`config.mk`:
```
export PLATFORM = sky130hd
export DESIGN_NAME = frag_writer
export DESIGN_NICKNAME = d
export VERILOG_FILES = /design/src/rtl/frag_writer_pkg.sv /design/src/rtl/frag_write_queue.sv /design/src/rtl/frag_writer.sv
export SDC_FILE = /design/constraint.sdc
export NUM_CORES = 1
export LEC_CHECK = 0
export ABC_AREA = 1
export CAP_MARGIN = 30
export CORE_UTILIZATION = 40
export CTS_CLUSTER_SIZE = 40
export DETAILED_ROUTE_END_ITERATION = 16
export GPL_TIMING_DRIVEN = 0
export MAX_ROUTING_LAYER = met4
export PLACE_DENSITY = 0.73
export SKIP_CTS_REPAIR_TIMING = 1
export SYNTH_ARGS = -nofsm -noshare
export SYNTH_HDL_FRONTEND = slang
export SYNTH_SLANG_ARGS = --single-unit
```
`constraint.sdc`:
```
create_clock -name clk_i -period 5.2 [get_ports clk_i]
set_input_delay 0.52 -clock clk_i [delete_from_list [all_inputs] [get_ports clk_i]]
set_output_delay 0.52 -clock clk_i [all_outputs]
set_load 0.05 [all_outputs]
```
`src/rtl/frag_writer_pkg.sv`:
```
// frag_writer_pkg: shared types and defaults for the fragment writer.
//   fragment_t  - one fragment as delivered by the generator FIFO
//   wq_entry_t  - one pending framebuffer write {addr, data}
//   state_e     - writer control FSM states
// Optional build macro used by frag_writer: FRAG_WRITER_STATS_EN.
package frag_writer_pkg;

    localparam int unsigned FbWidthDefault  = 640;
    localparam int unsigned FbHeightDefault = 480;
    localparam int unsigned LgWqSzDefault   = 2;

    typedef struct packed {
        logic [31:0] x;
        logic [31:0] y;
        logic [31:0] w0;
        logic [31:0] w1;
        logic [31:0] w2;
    } fragment_t;

    typedef struct packed {
        logic [31:0] addr;
        logic [31:0] data;
    } wq_entry_t;

    typedef enum logic [1:0] {
        StIdle,
        StRun,
        StDrain,
        StDone
    } state_e;

    // fp32 sign test; -0.0 counts as non-negative, NaN is not special-cased.
    function automatic logic w_nonneg(input logic [31:0] w);
        return !w[31] || (w[30:0] == 31'd0);
    endfunction

    function automatic logic [31:0] sat_inc(input logic [31:0] v);
        return (v == 32'hFFFF_FFFF) ? v : v + 32'd1;
    endfunction

endpackage

```
`src/rtl/frag_write_queue.sv`:
```
// frag_write_queue: circular push/pop FIFO of pending framebuffer writes.
//   clk_i, rst_i      clock, synchronous active-high reset
//   push_i/push_data_i  enqueue; accepted when not full, or when full and popping
//   pop_i/pop_data_o    dequeue head / current head entry
//   full_o, empty_o, count_o  status; count_o is the occupancy (0..2^LgDepth)
module frag_write_queue #(
    parameter int unsigned LgDepth = 2,
    parameter int unsigned Width   = 64
) (
    input  logic               clk_i,
    input  logic               rst_i,
    input  logic               push_i,
    input  logic [Width-1:0]   push_data_i,
    input  logic               pop_i,
    output logic [Width-1:0]   pop_data_o,
    output logic               full_o,
    output logic               empty_o,
    output logic [LgDepth:0]   count_o
);

    localparam int unsigned Depth = 1 << LgDepth;

    logic [Width-1:0] mem_q [Depth];
    logic [LgDepth:0] wr_ptr_q, wr_ptr_d;
    logic [LgDepth:0] rd_ptr_q, rd_ptr_d;
    logic             do_push, do_pop;

    // Extra pointer MSB distinguishes full from empty when the indices match.
    assign empty_o = (wr_ptr_q == rd_ptr_q);
    assign full_o  = (wr_ptr_q[LgDepth-1:0] == rd_ptr_q[LgDepth-1:0]) &&
                     (wr_ptr_q[LgDepth] != rd_ptr_q[LgDepth]);
    assign count_o = wr_ptr_q - rd_ptr_q;

    assign do_pop  = pop_i && !empty_o;
    assign do_push = push_i && (!full_o || do_pop);

    assign pop_data_o = mem_q[rd_ptr_q[LgDepth-1:0]];

    always_comb begin
        wr_ptr_d = wr_ptr_q;
        rd_ptr_d = rd_ptr_q;
        if (do_push) wr_ptr_d = wr_ptr_q + 1'b1;
        if (do_pop)  rd_ptr_d = rd_ptr_q + 1'b1;
    end

    always_ff @(posedge clk_i) begin
        if (rst_i) begin
            wr_ptr_q <= '0;
            rd_ptr_q <= '0;
        end else begin
            wr_ptr_q <= wr_ptr_d;
            rd_ptr_q <= rd_ptr_d;
        end
    end

    // Storage needs no reset: entries are only visible between push and pop.
    always_ff @(posedge clk_i) begin
        if (do_push) mem_q[wr_ptr_q[LgDepth-1:0]] <= push_data_i;
    end

endmodule

```
`src/rtl/frag_writer.sv`:
```
// frag_writer: consumes fragments from the generator FIFO, keeps those inside the
// triangle and the framebuffer, and issues one 32-bit colour write per kept pixel.
//   clk_i, rst_i            clock, synchronous active-high reset
//   start_i, fb_base_i, color_i  begin a triangle (IDLE only); base/colour latched
//   gen_done_i              generator finished (pulse, latched)
//   frag_val_i, *_in_i, pop_frag_o  generator FIFO head and dequeue strobe
//   mem_req_*               valid/ready write port (byte address, data)
//   done_o                  one-cycle pulse when all writes have drained
//   stat_*_o                pop/cull/write counters, built only with FRAG_WRITER_STATS_EN
module frag_writer
    import frag_writer_pkg::*;
#(
    parameter int unsigned FB_WIDTH  = FbWidthDefault,
    parameter int unsigned FB_HEIGHT = FbHeightDefault,
    parameter int unsigned LG_WQ_SZ  = LgWqSzDefault
) (
    input  logic        clk_i,
    input  logic        rst_i,
    input  logic        start_i,
    input  logic [31:0] fb_base_i,
    input  logic [31:0] color_i,
    input  logic        gen_done_i,
    input  logic        frag_val_i,
    input  logic [31:0] x_in_i,
    input  logic [31:0] y_in_i,
    input  logic [31:0] w0_in_i,
    input  logic [31:0] w1_in_i,
    input  logic [31:0] w2_in_i,
    output logic        pop_frag_o,
    output logic        mem_req_valid_o,
    input  logic        mem_req_ready_i,
    output logic [31:0] mem_req_addr_o,
    output logic [31:0] mem_req_data_o,
    output logic        done_o,
    output logic [31:0] stat_in_o,
    output logic [31:0] stat_culled_o,
    output logic [31:0] stat_written_o
);

    localparam int unsigned WqDepth = 1 << LG_WQ_SZ;

    state_e      state_q, state_d;
    logic        gen_done_seen_q, gen_done_seen_d;
    logic [31:0] fb_base_q, fb_base_d;
    logic [31:0] color_q, color_d;
    fragment_t   stage_q, frag_in;
    logic        stage_valid_q;

    logic              start_acc;
    logic              keep;
    logic [31:0]       pix_idx;
    wq_entry_t         push_entry, head_entry;
    logic              q_push, q_full, q_empty;
    logic [LG_WQ_SZ:0] q_count;
    logic [LG_WQ_SZ+1:0] occ;
    logic              xfer;

    assign frag_in   = {x_in_i, y_in_i, w0_in_i, w1_in_i, w2_in_i};
    assign start_acc = (state_q == StIdle) && start_i;

    // Reserve a queue slot for the fragment in the stage so a push never stalls.
    assign occ = {1'b0, q_count} + {{(LG_WQ_SZ + 1){1'b0}}, stage_valid_q};
    assign pop_frag_o = (state_q == StRun) && frag_val_i && !q_full &&
                        (occ < (LG_WQ_SZ + 2)'(WqDepth));

    // Stage evaluation: coverage, bounds and address, all in one cycle.
    assign keep = w_nonneg(stage_q.w0) && w_nonneg(stage_q.w1) && w_nonneg(stage_q.w2) &&
                  (stage_q.x < 32'(FB_WIDTH)) && (stage_q.y < 32'(FB_HEIGHT));
    assign pix_idx         = stage_q.y * 32'(FB_WIDTH) + stage_q.x;
    assign push_entry.addr = fb_base_q + (pix_idx << 2);
    assign push_entry.data = color_q;
    assign q_push          = stage_valid_q && keep;

    assign mem_req_valid_o = !q_empty;
    assign mem_req_addr_o  = q_empty ? 32'd0 : head_entry.addr;
    assign mem_req_data_o  = q_empty ? 32'd0 : head_entry.data;
    assign xfer            = mem_req_valid_o && mem_req_ready_i;

    assign done_o = (state_q == StDone);

    frag_write_queue #(
        .LgDepth (LG_WQ_SZ),
        .Width   ($bits(wq_entry_t))
    ) u_queue (
        .clk_i       (clk_i),
        .rst_i       (rst_i),
        .push_i      (q_push),
        .push_data_i (push_entry),
        .pop_i       (xfer),
        .pop_data_o  (head_entry),
        .full_o      (q_full),
        .empty_o     (q_empty),
        .count_o     (q_count)
    );

    always_comb begin
        state_d         = state_q;
        gen_done_seen_d = gen_done_seen_q;
        fb_base_d       = fb_base_q;
        color_d         = color_q;
        unique case (state_q)
            StIdle: begin
                if (start_i) begin
                    fb_base_d       = fb_base_i;
                    color_d         = color_i;
                    gen_done_seen_d = gen_done_i;
                    state_d         = StRun;
                end
            end
            StRun: begin
                if (gen_done_i) gen_done_seen_d = 1'b1;
                if (gen_done_seen_q && !frag_val_i && !stage_valid_q) state_d = StDrain;
            end
            StDrain: begin
                // Leave as the last entry transfers so done follows it by one cycle.
                if (q_empty || ((q_count == (LG_WQ_SZ + 1)'(1)) && xfer)) state_d = StDone;
            end
            StDone: begin
                state_d = StIdle;
            end
            default: state_d = StIdle;
        endcase
    end

    always_ff @(posedge clk_i) begin
        if (rst_i) begin
            state_q         <= StIdle;
            gen_done_seen_q <= 1'b0;
            fb_base_q       <= '0;
            color_q         <= '0;
            stage_q         <= '0;
            stage_valid_q   <= 1'b0;
        end else begin
            state_q         <= state_d;
            gen_done_seen_q <= gen_done_seen_d;
            fb_base_q       <= fb_base_d;
            color_q         <= color_d;
            stage_valid_q   <= pop_frag_o;
            if (pop_frag_o) stage_q <= frag_in;
        end
    end

`ifdef FRAG_WRITER_STATS_EN
    logic [31:0] stat_in_q, stat_culled_q, stat_written_q;

    always_ff @(posedge clk_i) begin
        if (rst_i || start_acc) begin
            stat_in_q      <= '0;
            stat_culled_q  <= '0;
            stat_written_q <= '0;
        end else begin
            if (pop_frag_o)              stat_in_q      <= sat_inc(stat_in_q);
            if (stage_valid_q && !keep)  stat_culled_q  <= sat_inc(stat_culled_q);
            if (xfer)                    stat_written_q <= sat_inc(stat_written_q);
        end
    end

    assign stat_in_o      = stat_in_q;
    assign stat_culled_o  = stat_culled_q;
    assign stat_written_o = stat_written_q;
`else
    assign stat_in_o      = 32'd0;
    assign stat_culled_o  = 32'd0;
    assign stat_written_o = 32'd0;
`endif

endmodule

```
Word-level counts from Yosys, hierarchy flattened
Memories as Yosys holds them, arrays and structs flattened. A register that Yosys moved wholly into a read port is not among the register bits.
Cells that the tools add are included.
{"block": "word_totals", "input_bits": 230, "rom_bits": 0, "mem_count": 1, "latchBits": 0, "elab_cells": 82, "register_bits": 234, "out_inout_bits": 163, "mem_bits_rw": 256}
{"name": "u_queue.mem_q", "words": 4, "width": 64, "read_ports": 1, "rd_ports_with_merged_regs": 1, "wr": 1, "line": "frag_write_queue.sv:23", "source": "logic [Width-1:0] mem_q [Depth];"}
{"block": "op_classes", "muxes": 13, "bitwise": 0, "div": 0, "multipliers": 1, "order_cmp": 3, "n_addsub": 6, "n_eq_ne": 11, "reduce_logical": 35, "shift": 0}
{"op": "$logic_not 31->1", "n": 3}
{"op": "$mux 32", "n": 2}
{"op": "$add 32x32->32", "n": 1}
{"op": "$lt 32x10->1 const B", "n": 1}
{"op": "$lt 32x9->1 const B", "n": 1}
{"op": "$mul 32x3->23 const B", "n": 1}
{"op": "$add 30x30->30", "n": 1}
{"op": "$logic_and 1x1->1", "n": 15}
{"op": "$mux 2", "n": 5}
{"op": "$pmux 2 s4", "n": 1}
{"op": "$logic_not 1->1", "n": 7}
{"op": "$add 3x1->3 const B", "n": 2}
{"op": "$ne 2x2->1 const B", "n": 3}
{"op": "$reduce_and 3->1", "n": 2}
{"op": "$logic_or 1x1->1", "n": 5}
{"op": "$add 3x1->4", "n": 1}
{"op": "$eq 2x2->1 const B", "n": 2}
{"op": "$lt 4x3->1 const B", "n": 1}
{"op": "$mux 1", "n": 4}
{"op": "$eq 3x1->1 const B", "n": 1}
{"op": "$eq 3x3->1", "n": 1}
{"op": "$sub 3x3->3", "n": 1}
{"op": "$eq 2x1->1 const B", "n": 1}
{"op": "$eq 2x2->1", "n": 1}
{"op": "6 further kinds", "n": 6}

Logic depth before layout (Yosys ltp)
Gate-level depths: netlist (run 1).
{"block": "logic_depth", "word_depth": 10, "ltp_mapped": 29, "mapped_depth_nobuf": 29}

Hierarchy
A second synthesis (run 1) with hierarchy kept.
{"block": "hier_totals", "cells_unflattened": 2706, "area_unflattened_um2": 23844.1}
{"mod": "frag_writer", "seq_area_each_um2": 4564.4, "n_inst": 1, "area_per_inst_um2": 13824.5, "cells_each": 2016}
{"mod": "frag_write_queue", "seq_area_each_um2": 7847.5, "n_inst": 1, "area_per_inst_um2": 10019.6, "cells_each": 690}

Least setup slack after synthesis (run 1)
No wires, ideal clock.
{"block": "synth_timing", "path_kind": "flip-flop to flip-flop", "startpoint": "reg u_queue.wr_ptr_q[0]", "endpoint": "mem u_queue.mem_q[0][0] (enable)", "slack_ns": 0.691, "path_stages_with_launch": 10, "setup_time_ns": 0.486, "synth_period_minus_slack_ns": 4.509, "n_path_buf": 0, "arrival_time_ns": 4.023, "required_time_ns": 4.714, "cell_sequence": "dfxtp_1 -> inv_1 -> ha_1 -> nand2_1 -> a21oi_1 -> nand2_1 -> nand3_1 -> nor2_1 -> nand2_1 -> nor2_1"}
{"block": "synth_between", "elab_chain_len": 8, "word_cells_on_any_way": 11, "classes_between": "2 x eq/ne; 2 x mux; 7 x reduce/logical"}
{"element": "from (decl)", "line": "frag_write_queue.sv:24", "source": "logic [LgDepth:0] wr_ptr_q, wr_ptr_d;"}
{"element": "from (signal assigned)", "line": "frag_write_queue.sv:51", "source": "wr_ptr_q <= wr_ptr_d;"}
{"element": "$eq 3x3->1", "line": "frag_write_queue.sv:29", "source": "assign empty_o = (wr_ptr_q == rd_ptr_q);"}
{"element": "$logic_not 1->1", "line": "frag_write_queue.sv:34, frag_writer.sv:74"}
{"element": "$logic_and 1x1->1", "line": "frag_writer.sv:77", "source": "assign xfer = mem_req_valid_o && mem_req_ready_i;"}
{"element": "$logic_and 1x1->1", "line": "frag_write_queue.sv:34", "source": "assign do_pop = pop_i && !empty_o;"}
{"element": "$logic_or 1x1->1", "line": "frag_write_queue.sv:35", "source": "assign do_push = push_i && (!full_o || do_pop);"}
{"element": "$logic_and 1x1->1", "line": "frag_write_queue.sv:35"}
{"element": "$mux 1", "line": "frag_write_queue.sv:58", "source": "if (do_push) mem_q[wr_ptr_q[LgDepth-1:0]] <= push_data_i;"}
{"element": "$mux 1 (implied by the code)", "line": "frag_write_queue.sv:58"}
{"element": "to (decl)", "line": "frag_write_queue.sv:23"}
Several ways; a longest one is shown, not always the timed one.

==> impl_metrics.py, run 1 <==
metrics = {
    "drt": {
        "antenna_left": 0,
        "vias": 19940,
        "drtPass1Iterations": 7,
        "wl_per_cell_um": 16.45,
        "viasPerCell": 4.880,
        "routed_wl_um": 67220,
        "drc": 0,
        "drtIter0Drc": 1390,
    },
    "layout": {
        "fin_cells": 4085,
        "multi_input_comb_area_mm2": 0.01029,
        "drive_above_1_share": 0.08618,
        "fill_cells": 5580,
        "fin_nets": 3602,
        "area_growth_pct": 27.08,
        "fin_area_mm2": 0.03038,
        "final-seq-area_mm2": 0.01241,
        "fin_util": 0.5148,
    },
    "die": {
        "fp.coreArea_mm2": 0.05902,
        "die_y_um": 246.5,
        "floorplan.initialDensity": 0.4051,
        "die_w_um": 246.5,
        "io_pins": 393,
        "die_area_mm2": 0.06075,
        "num_rows": 89,
    },
    "worst_setup_path": {
        "start_kind": "flip-flop",
        "endpoint": "u_queue.mem_q[3][59]$_DFFE_PP_",
        "cp_common_cell": "nand2_1",
        "r2r_slack_ns": 0.23,
        "r2r_start": "stage_q[97]$_SDFFE_PP0P_",
        "endpoint_kind": "flip-flop",
        "worstPathRequired_ns": 5.53,
        "worst_r2r_path_depth": 24,
        "setup.worst_path.start": "stage_q[97]$_SDFFE_PP0P_",
        "cp_slowest_cell": "fa_2",
        "crit_chain": "ha_1 > ha_2 > fa_2 > nand3_1 > nand2_1 > nand2_1 > nand2_2 > a21oi_4 > o21ai_0 > xor2_1 > ha_1 > nand2_2 > o21ai_0 > a21oi_1 > nand3_2 > xor2_2 > ha_4 > nand2_1 > nor2_1 > inv_1 > nor4_2 > nand2_1 > nand4_1 > nand2_1",
        "arrival_ns": 5.29,
        "worst-path-buf-inv": 1,
        "cp_max_fo": 5,
        "worstReg2RegEnd": "u_queue.mem_q[3][59]$_DFFE_PP_",
        "path_delay_family": "adder cells",
        "critPathKind": "flip-flop to flip-flop",
        "critPathMaxStageDelay_ns": 0.38,
        "path_depth": 24,
    },
    "grt": {
        "grt_remaining_overflow": 0,
        "first_global_vias": 18540,
        "grt_max_degree": 40,
        "grt_pass1_wl_um": 101900,
        "grt.total_usage": 0.2243,
        "grt_antenna_before_repair": 5,
    },
    "sta": {
        "finalSetupViolCount": 0,
        "maxSlewViolCount": 0,
        "tightest_slew_ns": 0.9328,
        "hold_violations": 0,
        "fin_crit_sh": 0.9548,
        "max_freq_mhz": 201.4,
        "min_period_ns": 4.965,
        "relSlewSlack": 0.3782,
        "skew_ns": 0.02098,
    },
    "yosys": {
        "yosysTopAreaCell": "edfxtp_1",
        "synth_cells": 2806,
        "synth_area_mm2": 0.02391,
        "synth-edff-count": 256,
        "ys_ff_latch": 492,
        "avgSynthCellArea_um2": 8.520,
        "synth_area_leaders": "edfxtp_1 (32%), dfxtp_1 (20%), nor2_1 (13%)",
        "ys.flop_type": "edfxtp_1",
        "async_flop_share": 0,
        "yosysTopAreaCellShare": 0.3215,
        "ys.warnings.count": 0,
        "ys_seq_area_frac": 0.5192,
        "netlist-cell-type-count": 42,
    },
    "power_and_ir_drop": {
        "power-per-cell-area_mw_per_mm2": 482.8,
        "peakVddDrop_mv": 0.2863,
        "leakagePower_nw": 12.49,
    },
    "placement": {
        "place_area_mm2": 0.02839,
        "gp_congestion": 0.9534,
        "io_buffers": 296,
        "numPlacedInstances": 3978,
        "hpwl_um": 51230,
    },
    "cts": {
        "cts_max_level": 2,
        "numCtsBuffers": 51,
        "cts_buffer_depth": 3,
        "clock_latency_ns": 0.60,
        "clk_pin_slew_ns": 0.06,
        "cts.sinks": 492,
        "cts-root-buf": "clkbuf_16",
        "cts_tree": "built",
    },
    "worst_hold_path": {
        "hold_class": "flip-flop to flip-flop",
    },
    "flow_run": {
        "max_cap_violations": 0,
    },
    "status": {
        "status": "complete, no violations",
    },
}
final cells by class:
cell class | instances | share of cell area
well taps | 773 | 0.03183
clock inverters | 30 | 0.01087
clock buffers | 65 | 0.04538
inverters | 140 | 0.01742
plain buffers | 217 | 0.04155
diodes | 5 | 0.0004118
flip-flops and latches | 492 | 0.4086
multi-input cells | 2051 | 0.3388
repair buffers | 312 | 0.1052
report_power, final:
part / switching (mW) / internal, mW / leakage [nW]
Combinational: 3.72 / 1.91 / 7.39
Sequential: 0.346 / 4.99 / 4.27
Clock: 1.56 / 2.14 / 0.834
Total: 5.62 / 9.04 / 12.5
synthesized netlist by cell type, types with 4 or more instances:
master	n
o21ai_0	354
nor3_1	6
nand2_1	245
dfxtp_1	236
a21o_1	12
xor2_1	43
buf_2	16
buf_6	8
nor2_1	828
fa_1	4
clkbuf_1	72
o211ai_1	6
o21bai_1	18
edfxtp_1	256
ha_1	103
nand4_1	19
a21boi_0	7
inv_1	137
xnor2_1	17
buf_4	96
a21oi_1	178
nor4_1	4
nand3_1	61
o21ai_1	30
clkbuf_2	6
buf_1	20
worst min-delay path by stage:
| stage | cells past startpoint | startpoint | end | slack, ns |
|---|---|---|---|---|
| 6_report | 2 | stage_q[125]$_SDFFE_PP0P_ | stage_q[125]$_SDFFE_PP0P_ | 0.46 |
| 2_1_floorplan | 2 | stage_q[125]$_SDFFE_PP0P_ | stage_q[125]$_SDFFE_PP0P_ | 0.43 |
| 4_1_cts | 2 | stage_q[125]$_SDFFE_PP0P_ | stage_q[125]$_SDFFE_PP0P_ | 0.45 |
| 3_5_place_dp | 2 | stage_q[125]$_SDFFE_PP0P_ | stage_q[125]$_SDFFE_PP0P_ | 0.45 |
| 3_3_place_gp | 2 | stage_q[125]$_SDFFE_PP0P_ | stage_q[125]$_SDFFE_PP0P_ | 0.44 |
| 5_1_grt | 2 | stage_q[86]$_SDFFE_PP0P_ | stage_q[86]$_SDFFE_PP0P_ | 0.49 |
layout by cell type, fill, tap and decap left out, drive strengths merged, types with 6 or more instances in the layout:
| cell type | count |
|---|---|
| conb | 96 |
| nand3 | 61 |
| clkinv | 18 |
| inv | 143 |
| dfxtp | 236 |
| nor3 | 6 |
| xnor2 | 17 |
| ha | 103 |
| nand2 | 246 |
| a21oi | 178 |
| buf | 156 |
| o211ai | 6 |
| a21o | 12 |
| nand4 | 19 |
| a21boi | 8 |
| xor2 | 44 |
| edfxtp | 256 |
| o21bai | 18 |
| clkbuf | 142 |
| clkdlybuf4s50 | 296 |
| o21ai | 385 |
| nor2 | 828 |
worst register-to-register path, stage by stage, from the launching register on:
cell and delay, ns:
dfxtp_2 0.36, ha_1 0.31, ha_2 0.22, fa_2 0.38
nand3_1 0.08, nand2_1 0.09, nand2_1 0.09, nand2_2 0.11
a21oi_4 0.19, o21ai_0 0.12, xor2_1 0.18, ha_1 0.34
nand2_2 0.15, o21ai_0 0.16, a21oi_1 0.24, nand3_2 0.16
xor2_2 0.19, ha_4 0.32, nand2_1 0.08, nor2_1 0.14
inv_1 0.12, nor4_2 0.29, nand2_1 0.14, nand4_1 0.12
nand2_1 0.11
kinds of logic (layout without fill, tap and decap cells):
kind of cell | count (synthesis) | count (layout) | share of synthesized area
flops | 492 | 492 | 0.5192
buf+inv | 358 | 764 | 0.07499
fa+ha+maj | 107 | 107 | 0.05725
compound gates | 616 | 616 | 0.1348
xor+xnor | 61 | 61 | 0.02266
simple gates | 1171 | 1171 | 0.1910
other cells | 1 | 101 | 0.0001569
state kept, by name, indices dropped and copies added (netlist names), named ones only:
| signal | count |
|---|---|
| color_q | 32 |
| fb_base_q | 32 |
| gen_done_seen_q | 1 |
| stage_q | 160 |
| stage_valid_q | 1 |
| state_q | 2 |
| u_queue.mem_q | 256 |
| u_queue.rd_ptr_q | 3 |
| u_queue.wr_ptr_q | 3 |
stage by stage:
step	setup slack (ns)	hold WS [ns]	setup TNS [ns]	power, mW
global route	-0.07035	0.4887	-0.3912	15.55
global placement	-1.788	0.4409	-343.27	10.73
CTS	-0.6540	0.4537	-8.023	14.52
finish	0.2349	0.4555	0	14.67
floorplan	0.6906	0.4292	0	9.069
detailed placement	-0.6187	0.4454	-7.384	10.82
per-layer routing:
layer,up-vias,global-route usage,share of wire
met4,0,0.05955,0.023
met1,9128,0.2780,0.42
li1,10100,-,-
met3,87,0.03453,0.074
met5,-,-,0
met2,620,0.3793,0.48
Power figures use the tool's default switching activity.
==> inputs of run 2 (changes only) <==
- PLACE_DENSITY: 0.73 -> unset
==> run 2 against run 1 <==
Effect of this change:
- critical path depth fell by 1
- maximum frequency rose by 0.14%
- global-route usage rose by 1.7 points
- count of clock-buffer cells in the layout grew 9
- critical path type unchanged
- critical endpoint is now u_queue.mem_q[2][63]$_DFFE_PP_
- largest power group unchanged
==> impl_metrics.py, run 2 (same netlist as run 1, synthesis figures left out) <==
metrics = {
    "layout": {
        "drive_above_1_share": 0.09450,
        "fin_nets": 3606,
        "layout_common_cells": "nor2_1 (820), o21ai_0 (353), clkdlybuf4s50_1 (296)",
        "fin_util": 0.5197,
        "area_growth_pct": 28.30,
        "final_common_cell": "nor2_1",
        "final-seq-area_mm2": 0.01242,
        "multi_input_comb_area_mm2": 0.01053,
        "largest_register_ffs": 256,
        "fill_cells": 5563,
    },
    "die": {
        "floorplan.initialDensity": 0.4051,
        "fp.coreArea_mm2": 0.05902,
        "io_pins": 393,
        "die_w_um": 246.5,
        "die_y_um": 246.5,
        "die_area_mm2": 0.06075,
        "num_rows": 89,
    },
    "sta": {
        "fin_crit_sh": 0.9535,
        "max_freq_mhz": 201.7,
        "hold_violations": 0,
        "skew_ns": 0.03273,
        "maxSlewViolCount": 0,
        "min_period_ns": 4.958,
        "finalSetupViolCount": 0,
        "tightest_slew_ns": 0.8207,
        "relSlewSlack": 0.4529,
        "whs_ns": 0.4558,
        "fin_tns_setup_ns": 0,
    },
    "flow_run": {
        "max_cap_violations": 0,
    },
    "grt": {
        "grt_pass1_wl_um": 108200,
        "grt_remaining_overflow": 0,
        "first_global_vias": 19500,
        "grt.met1_usage": 0.3075,
        "grt.total_usage": 0.2412,
        "grt_max_degree": 57,
        "grt.busiest_layer": "met2",
        "grtUsageMet3": 0.03802,
        "grt_antenna_before_repair": 6,
        "use_met2": 0.3964,
    },
    "worst_hold_path": {
        "hold_path_depth": 2,
        "hold_class": "flip-flop to flip-flop",
    },
    "worst_setup_path": {
        "worst_r2r_path_depth": 23,
        "worstPathRequired_ns": 5.52,
        "endpoint_kind": "flip-flop",
        "cp_max_fo": 7,
        "start_kind": "flip-flop",
        "critPathKind": "flip-flop to flip-flop",
        "arrival_ns": 5.28,
    },
    "drt": {
        "antenna_left": 0,
        "drtPass1Iterations": 5,
        "drc": 0,
        "viasPerCell": 4.865,
        "vias": 19900,
        "drtIter0Drc": 1156,
        "wl_per_cell_um": 17.63,
        "routed_wl_um": 72140,
    },
    "cts": {
        "clock_latency_ns": 0.61,
        "cts_buffer_depth": 3,
        "cts_tree": "built",
        "cts-root-buf": "clkbuf_16",
        "clk_pin_slew_ns": 0.06,
        "numCtsBuffers": 52,
        "cts_max_level": 2,
        "cts.sinks": 492,
    },
    "placement": {
        "io_buffers": 296,
        "hpwl_um": 55300,
        "gp_congestion": 0.9187,
    },
    "status": {
        "status": "complete, no violations",
    },
    "power_and_ir_drop": {
        "peakVddDrop_mv": 0.2725,
        "power-per-cell-area_mw_per_mm2": 492.0,
        "leakagePower_nw": 12.57,
    },
}
-- run 2: cell types whose count changed in the layout (fill, tap and decap cells not counted), sizes merged --
cell | previous run | this run
buf | 156 | 159
bufinv | 5 | 4
clkbuf | 142 | 151
clkinv | 18 | 14
clkinvlp | 4 | 3
diode | 5 | 6
inv | 143 | 142
-- run 2: per-layer routing --
metal	vias up	part of all wire
li1	10120	-
met1	9217	0.45
met2	463	0.48
met3	97	0.051
met4	0	0.023
met5	-	0
-- run 2: area by class of cell --
cell class,count,area share
Antenna cell,6,0.0004895
Buffer,217,0.04116
Clock buffer,74,0.04874
Clock inverter,23,0.008199
Inverter,140,0.01725
Multi-Input combinational cell,2051,0.3433
Sequential cell,492,0.4048
Tap cell,773,0.03153
Timing Repair Buffer,315,0.1046
-- run 2: worst paths after layout --
path / startpoint / end / slack (ns)
max: stage_q[108]$_SDFFE_PP0P_ / u_queue.mem_q[2][63]$_DFFE_PP_ / 0.24
min: stage_q[158]$_SDFFE_PP0P_ / stage_q[158]$_SDFFE_PP0P_ / 0.46
max reg2reg: stage_q[108]$_SDFFE_PP0P_ / u_queue.mem_q[2][63]$_DFFE_PP_ / 0.24
min reg2reg: stage_q[158]$_SDFFE_PP0P_ / stage_q[158]$_SDFFE_PP0P_ / 0.46
-- run 2: critical path, stage by stage, from the launching register on --
cell and delay (ns):
dfxtp_1 0.41, ha_1 0.27, ha_1 0.28, clkbuf_1 0.30, nand2_1 0.20, nor4_4 0.35, nand4_1 0.19, nand3_1 0.14
xor2_1 0.16, ha_1 0.31, a21oi_1 0.28, o31ai_1 0.12, a21oi_1 0.16, nand3_2 0.12, xor2_2 0.18, ha_2 0.34
a21oi_1 0.15, nand2_1 0.08, a21oi_2 0.15, nand2_1 0.09, a21oi_2 0.15, inv_1 0.05, nand2_1 0.10, nand2_4 0.09
-- run 2: power by group --
part	internal, mW	switching (mW)
Sequential	5.00	0.369
Combinational	2.02	3.94
Clock	2.21	1.56
-- run 2: metrics by stage --
step	setup WS [ns]	cell area [um2]	power, mW	std cells
6_report	0.2418	30670	15.09	4091
5_1_grt	-0.03505	30670	15.99	4090
4_1_cts	-0.7059	30130	14.82	4075
3_5_place_dp	-0.6470	28380	11.03	3978
3_3_place_gp	-2.053	28190	10.95	3970
2_1_floorplan	0.6906	24260	9.069	2901
==> patch 1: new RTL, config.mk and constraints of run 2 <==
The 4 states of `state_e` get a one-hot encoding in 4 bits.
--- a/src/rtl/frag_writer_pkg.sv
+++ b/src/rtl/frag_writer_pkg.sv
@@ -23,9 +23,9 @@
     } wq_entry_t;
 
-    typedef enum logic [1:0] {
-        StIdle,
-        StRun,
-        StDrain,
-        StDone
+    typedef enum logic [3:0] {
+        StIdle  = 4'b0001,
+        StRun   = 4'b0010,
+        StDrain = 4'b0100,
+        StDone  = 4'b1000
     } state_e;
 
Formal check against the unedited RTL: same outputs for any inputs over 4 cycles, from zero or initial values and one cycle with rst_i high; so few cycles prove little.
==> patch 1 against run 2 <==
Core utilization fell by 0.34 points; setup slack improved by 0.038 ns; final area fell by 0.84%; sequential cell count grew 2; largest cell class unchanged; routed wire length shrank 4.2%; clock skew down 0.014 ns; synthesized area decreased by 0.25%; highest routed layer unchanged; cell count down 0.39%; critical path type unchanged.
Power is not compared: it rests on default switching activity, and its combinational part moved more than twofold at a synthesized area within 25%.
==> patch 1: results (changes against run 2) <==
metric	value	unit	change
status	finished, final reports clean		
crit share post-route	0.946		-0.00739
hpwl dp	52.7	mm	-4.6%
number of port buffers	295		-0.34%
first-pass GRT wire length	106	mm	-2.4%
most common library cells after synthesis	nand2_1, nor2_1, a21oi_1		
Multi-input gate area	9890	µm²	-6.0%
WL final	69.1	mm	-4.2%
Hold Path Class	reg -> reg		
final non-filler cell total	4075		-0.39%
initial antenna violation count	10		+4
hold_ws	0.451	ns	-0.00439 ns
slowest cell on the critical path	fa_2		
worst hold endpoint	fb_base_q[17]$_SDFFE_PP0P_		
number of instances in the placed design	3964		-0.35%
Placer Congestion	0.896		-2.4%
post-synthesis sequential area ratio	0.522		+0.00296
worst r2r src	stage_q[97]$_SDFFE_PP0P_		
number of global-route vias before repair	19400		-0.51%
R2R depth	28		+22%
Setup WS pre-CTS	-0.461	ns	+0.186 ns
Hold Startpoint	fb_base_q[17]$_SDFFE_PP0P_		
worst endpoint data arrival time	5.23	ns	-0.05 ns
Max-Slew Margin vs Limit	0.336		-0.117
1st-iter DRT viols	1146		-0.87%
post-synthesis async set-or-reset flop share	0		unchanged
final net count	3580		-0.72%
Fillers	5577		+0.25%
largest cells by area after synthesis	edfxtp_1, dfxtp_1, a21oi_1, nand2_1, nor2_1		
FF-to-FF setup slack	0.28	ns	+0.04 ns
largest net degree at the start of global routing	27		-53%
area post-placement	28400	µm²	about the same
total track usage	0.233		-0.00863
Yosys cell types	40		-4.8%
Layout Skew	0.0189	ns	-0.0138 ns
ratio of cells with drive above 1 in the final layout	0.0802		-0.0143
via count	19900		+0.090%
Worst Path Max Fanout	4		-3
Post-Syn Area per Cell	8.55	µm²	+0.29%
## patch 1: cell count changes in the layout (fill, tap and decap cells not counted), sizes merged, moves of 8 or more
cell,before,now
a21oi,178,377
buf,159,145
clkbuf,151,170
inv,142,224
nand2,246,481
nand3,61,69
nor2,828,418
o21ai,385,275
## patch 1: worst max-delay path: cells and delay by family (launching register included)
family	cells	cell delay, ns
AND/OR/NAND/NOR	18	1.84
flip-flops	1	0.36
AO/OA/AOI/OAI	3	0.42
XOR/XNOR	2	0.36
adder cells (fa/ha/maj)	5	1.63
## patch 1: power by group through the flow
stage / Combinational [W] / Sequential [W] / Clock, W
after detailed placement: 0.00262 / 0.00455 / 0
after CTS: 0.00263 / 0.00447 / 0.00393
after global placement: 0.00257 / 0.00454 / 0
after global routing: 0.00286 / 0.00449 / 0.00408
final: 0.00263 / 0.00447 / 0.00388
after floorplan: 0.00165 / 0.00451 / 0
## patch 1: worst max path at each step
stage | from | to | cells past startpoint
3_5_place_dp | stage_q[97]$_SDFFE_PP0P_ | u_queue.mem_q[0][63]$_DFFE_PP_ | 27
3_3_place_gp | mem_req_ready_i | u_queue.mem_q[3][2]$_DFFE_PP_ | 5
5_1_grt | stage_q[104]$_SDFFE_PP0P_ | u_queue.mem_q[0][63]$_DFFE_PP_ | 29
2_1_floorplan | u_queue.wr_ptr_q[0]$_SDFFE_PP0P_ | u_queue.mem_q[0][0]$_DFFE_PP_ | 9
6_report | stage_q[97]$_SDFFE_PP0P_ | u_queue.mem_q[2][63]$_DFFE_PP_ | 28
4_1_cts | stage_q[97]$_SDFFE_PP0P_ | u_queue.mem_q[1][63]$_DFFE_PP_ | 27
## patch 1: cell type report
cell class | count | share of cell area
buffer | 218 | 0.0404
clock buffer | 83 | 0.0529
tap | 773 | 0.0318
timing repair buffer | 309 | 0.105
antenna | 10 | 0.000823
inverter | 223 | 0.0276
clock inverter | 15 | 0.00699
multi-input combinational | 1950 | 0.325
sequential | 494 | 0.409
## patch 1: logic make-up after synthesis
| family | count (synthesis) | synth area share |
|---|---|---|
| AO/OA/AOI/OAI | 687 | 0.148 |
| adder cells (fa/ha/maj) | 102 | 0.0548 |
| AND/OR/NAND/NOR | 1007 | 0.167 |
| flip-flops | 494 | 0.522 |
| buffers and inverters | 442 | 0.0868 |
| XOR/XNOR | 58 | 0.0213 |
| other | 1 | 0.000157 |
## patch 1: layer usage
layer | wire [µm] | part of all wire | track usage
met3 | 3910 | 0.057 | 0.0347
met5 | 0 | 0 | -
met1 | 29900 | 0.43 | 0.290
met2 | 33700 | 0.49 | 0.391
met4 | 1680 | 0.024 | 0.0628
==> patch 2: new RTL, config.mk and constraints of run 2 <==
Made on the original files. Add a define of `FRAG_WRITER_STATS_EN`.
--- a/src/rtl/frag_writer.sv
+++ b/src/rtl/frag_writer.sv
@@ -8,4 +8,6 @@
 //   done_o                  one-cycle pulse when all writes have drained
 //   stat_*_o                pop/cull/write counters, built only with FRAG_WRITER_STATS_EN
+`define FRAG_WRITER_STATS_EN
+
 module frag_writer
     import frag_writer_pkg::*;
Function: changed (a bounded check fails within 4 cycles, from zero or initial values and one cycle with rst_i high).
==> patch 2 against run 2 <==
Setup slack gained 0.022 ns; sequential cell count grew 96; clock skew shrank 0.017 ns; power grew 6.0%; via count grew 29%; final area grew 19%; synthesized area grew 21%; routed wire length grew 28%; critical path type unchanged; largest power group is now sequential cells; highest routed layer unchanged.
==> patch 2: results (changes against run 2) <==
metric	value	unit	change
Post-DRT Antenna Nets	0		unchanged
ratio of cells with drive above 1 in the final layout	0.0572		-0.0373
Yosys cell types	50		+19%
peak supply drop	212	µV	-22%
worst r2r src	stage_q[97]$_SDFFE_PP0P_		
Syn Inst Count	3584		+28%
via count	25700		+29%
Pre-Repair DR Iteration Count	6		+1
number of instances in the placed design	4935		+24%
clock transition at the registers of the reported paths	0.06	ns	about the same
most common library cells after synthesis	nor2_1, nand2_1, o21ai_0		
Top FF cell, synth	dfxtp_1		
H-tree depth	3		+1
max reg flops	256		unchanged
beginning of the critical path	stage_q[97]$_SDFFE_PP0P_		
clk buf depth	3		unchanged
Hold Violations, Final	0		unchanged
Layout Skew	0.0161	ns	-0.0166 ns
largest net degree at the start of global routing	27		-53%
Fillers	6924		+24%
Root Buffer	clkbuf_16		
worst endpoint data arrival time	5.25	ns	-0.03 ns
1st-iter DRT viols	1842		+59%
number of global-route vias before repair	24400		+25%
number of port buffers	392		+32%
EDFF count, synth	256		unchanged
Max-Slew Margin vs Limit	0.392		-0.0607
CTS buffer count	66		+27%
via/cell ratio	5.06		+4.0%
status	finished, final reports clean		
Hold Startpoint	stage_q[158]$_SDFFE_PP0P_		
initial antenna violation count	24		+18
first-pass GRT wire length	142	mm	+31%
hpwl dp	69.4	mm	+26%
final net count	4396		+22%
largest cells by area after synthesis	edfxtp_1, dfxtp_1, nor2_1, o21ai_0, nand2_1		
Yosys Warn Count	0		unchanged
Hold Path Class	reg -> reg		
insertion delay to the later sink of the worst-skew pair	0.60	ns	
leakage dissipation	14.2	nW	+13%
Worst Path Max Fanout	6		-1
post-synthesis sequential area ratio	0.497		-0.0217
Wirelength per Cell	18.2	µm	+3.4%
total track usage	0.256		+0.0148
Placer Congestion	0.949		+3.3%
## patch 2: cell count changes after synthesis, sizes merged, moves of 28 or more
cell          run 2  this run
a21oi           178       251
buf             140        52
dfxtp           236       332
nand2           246       549
nand4            19        65
nor2            828       963
nor3              6        49
o21ai           385       413
xor2             44        76
## patch 2: metrics by stage
step / cell area (µm²) / worst slack (ns) / power, W
2_1_floorplan: 28800 / 0.640 / 0.00940
3_3_place_gp: 33900 / -2.23 / 0.0112
3_5_place_dp: 34100 / -0.395 / 0.0112
4_1_cts: 36300 / -0.404 / 0.0160
5_1_grt: 36600 / -0.0312 / 0.0169
6_report: 36600 / 0.264 / 0.0160
## patch 2: where the power goes
group | switching (W) | internal [W]
Clock | 0.00195 | 0.00277
Combinational | 0.00357 | 0.00170
Sequential | 0.000324 | 0.00568
Total | 0.00585 | 0.0102
## patch 2: layer usage
layer  global-route usage  share of wire  up-vias
met3               0.0453          0.061      108
met1                0.338           0.46    11900
met5                    -              0        -
li1                     -              -    13000
met4               0.0663          0.020        0
met2                0.404           0.46      702
## patch 2: worst paths after layout
check | to | slack (ns) | cells past startpoint
max | u_queue.mem_q[3][63]$_DFFE_PP_ | 0.26 | 25
min | stage_q[158]$_SDFFE_PP0P_ | 0.46 | 2
max reg2reg | u_queue.mem_q[3][63]$_DFFE_PP_ | 0.26 | 25
min reg2reg | stage_q[158]$_SDFFE_PP0P_ | 0.46 | 2
## patch 2: final cells by class
class | instances | area (µm²) | area share
Sequential cell | 588 | 14300 | 0.391
Multi-Input combinational cell | 2677 | 13400 | 0.365
Timing Repair Buffer | 404 | 4130 | 0.113
Clock buffer | 91 | 1890 | 0.0516
Tap cell | 950 | 1190 | 0.0325
Buffer | 154 | 719 | 0.0196
Inverter | 165 | 622 | 0.0170
Clock inverter | 28 | 304 | 0.00830
Antenna cell | 21 | 52.6 | 0.00143
## patch 2: critical path, cell delays in order, from the launching register on
cell      delay [ns]
dfxtp_2         0.35
ha_1            0.30
ha_2            0.22
fa_2            0.40
nand3_1         0.08
nand2_1         0.11
a21boi_2        0.18
o21ai_0         0.14
xor2_1          0.23
ha_4            0.33
nand2_1         0.12
nor2_1          0.19
nand2_1         0.08
o211ai_1        0.12
a31oi_1         0.08
xnor2_1         0.16
ha_2            0.40
nand2_1         0.14
nor2_2          0.18
inv_1           0.09
nor2_1          0.14
inv_1           0.10
nor2_1          0.13
a21oi_2         0.10
nand3_1         0.11
nand2_2         0.13
## patch 2: logic make-up after synthesis
| logic type | synth area share |
|---|---|
| buf+inv | 0.0465 |
| xor+xnor | 0.0343 |
| simple gates | 0.245 |
| flops | 0.497 |
| compound gates | 0.128 |
| fa+ha+maj | 0.0488 |
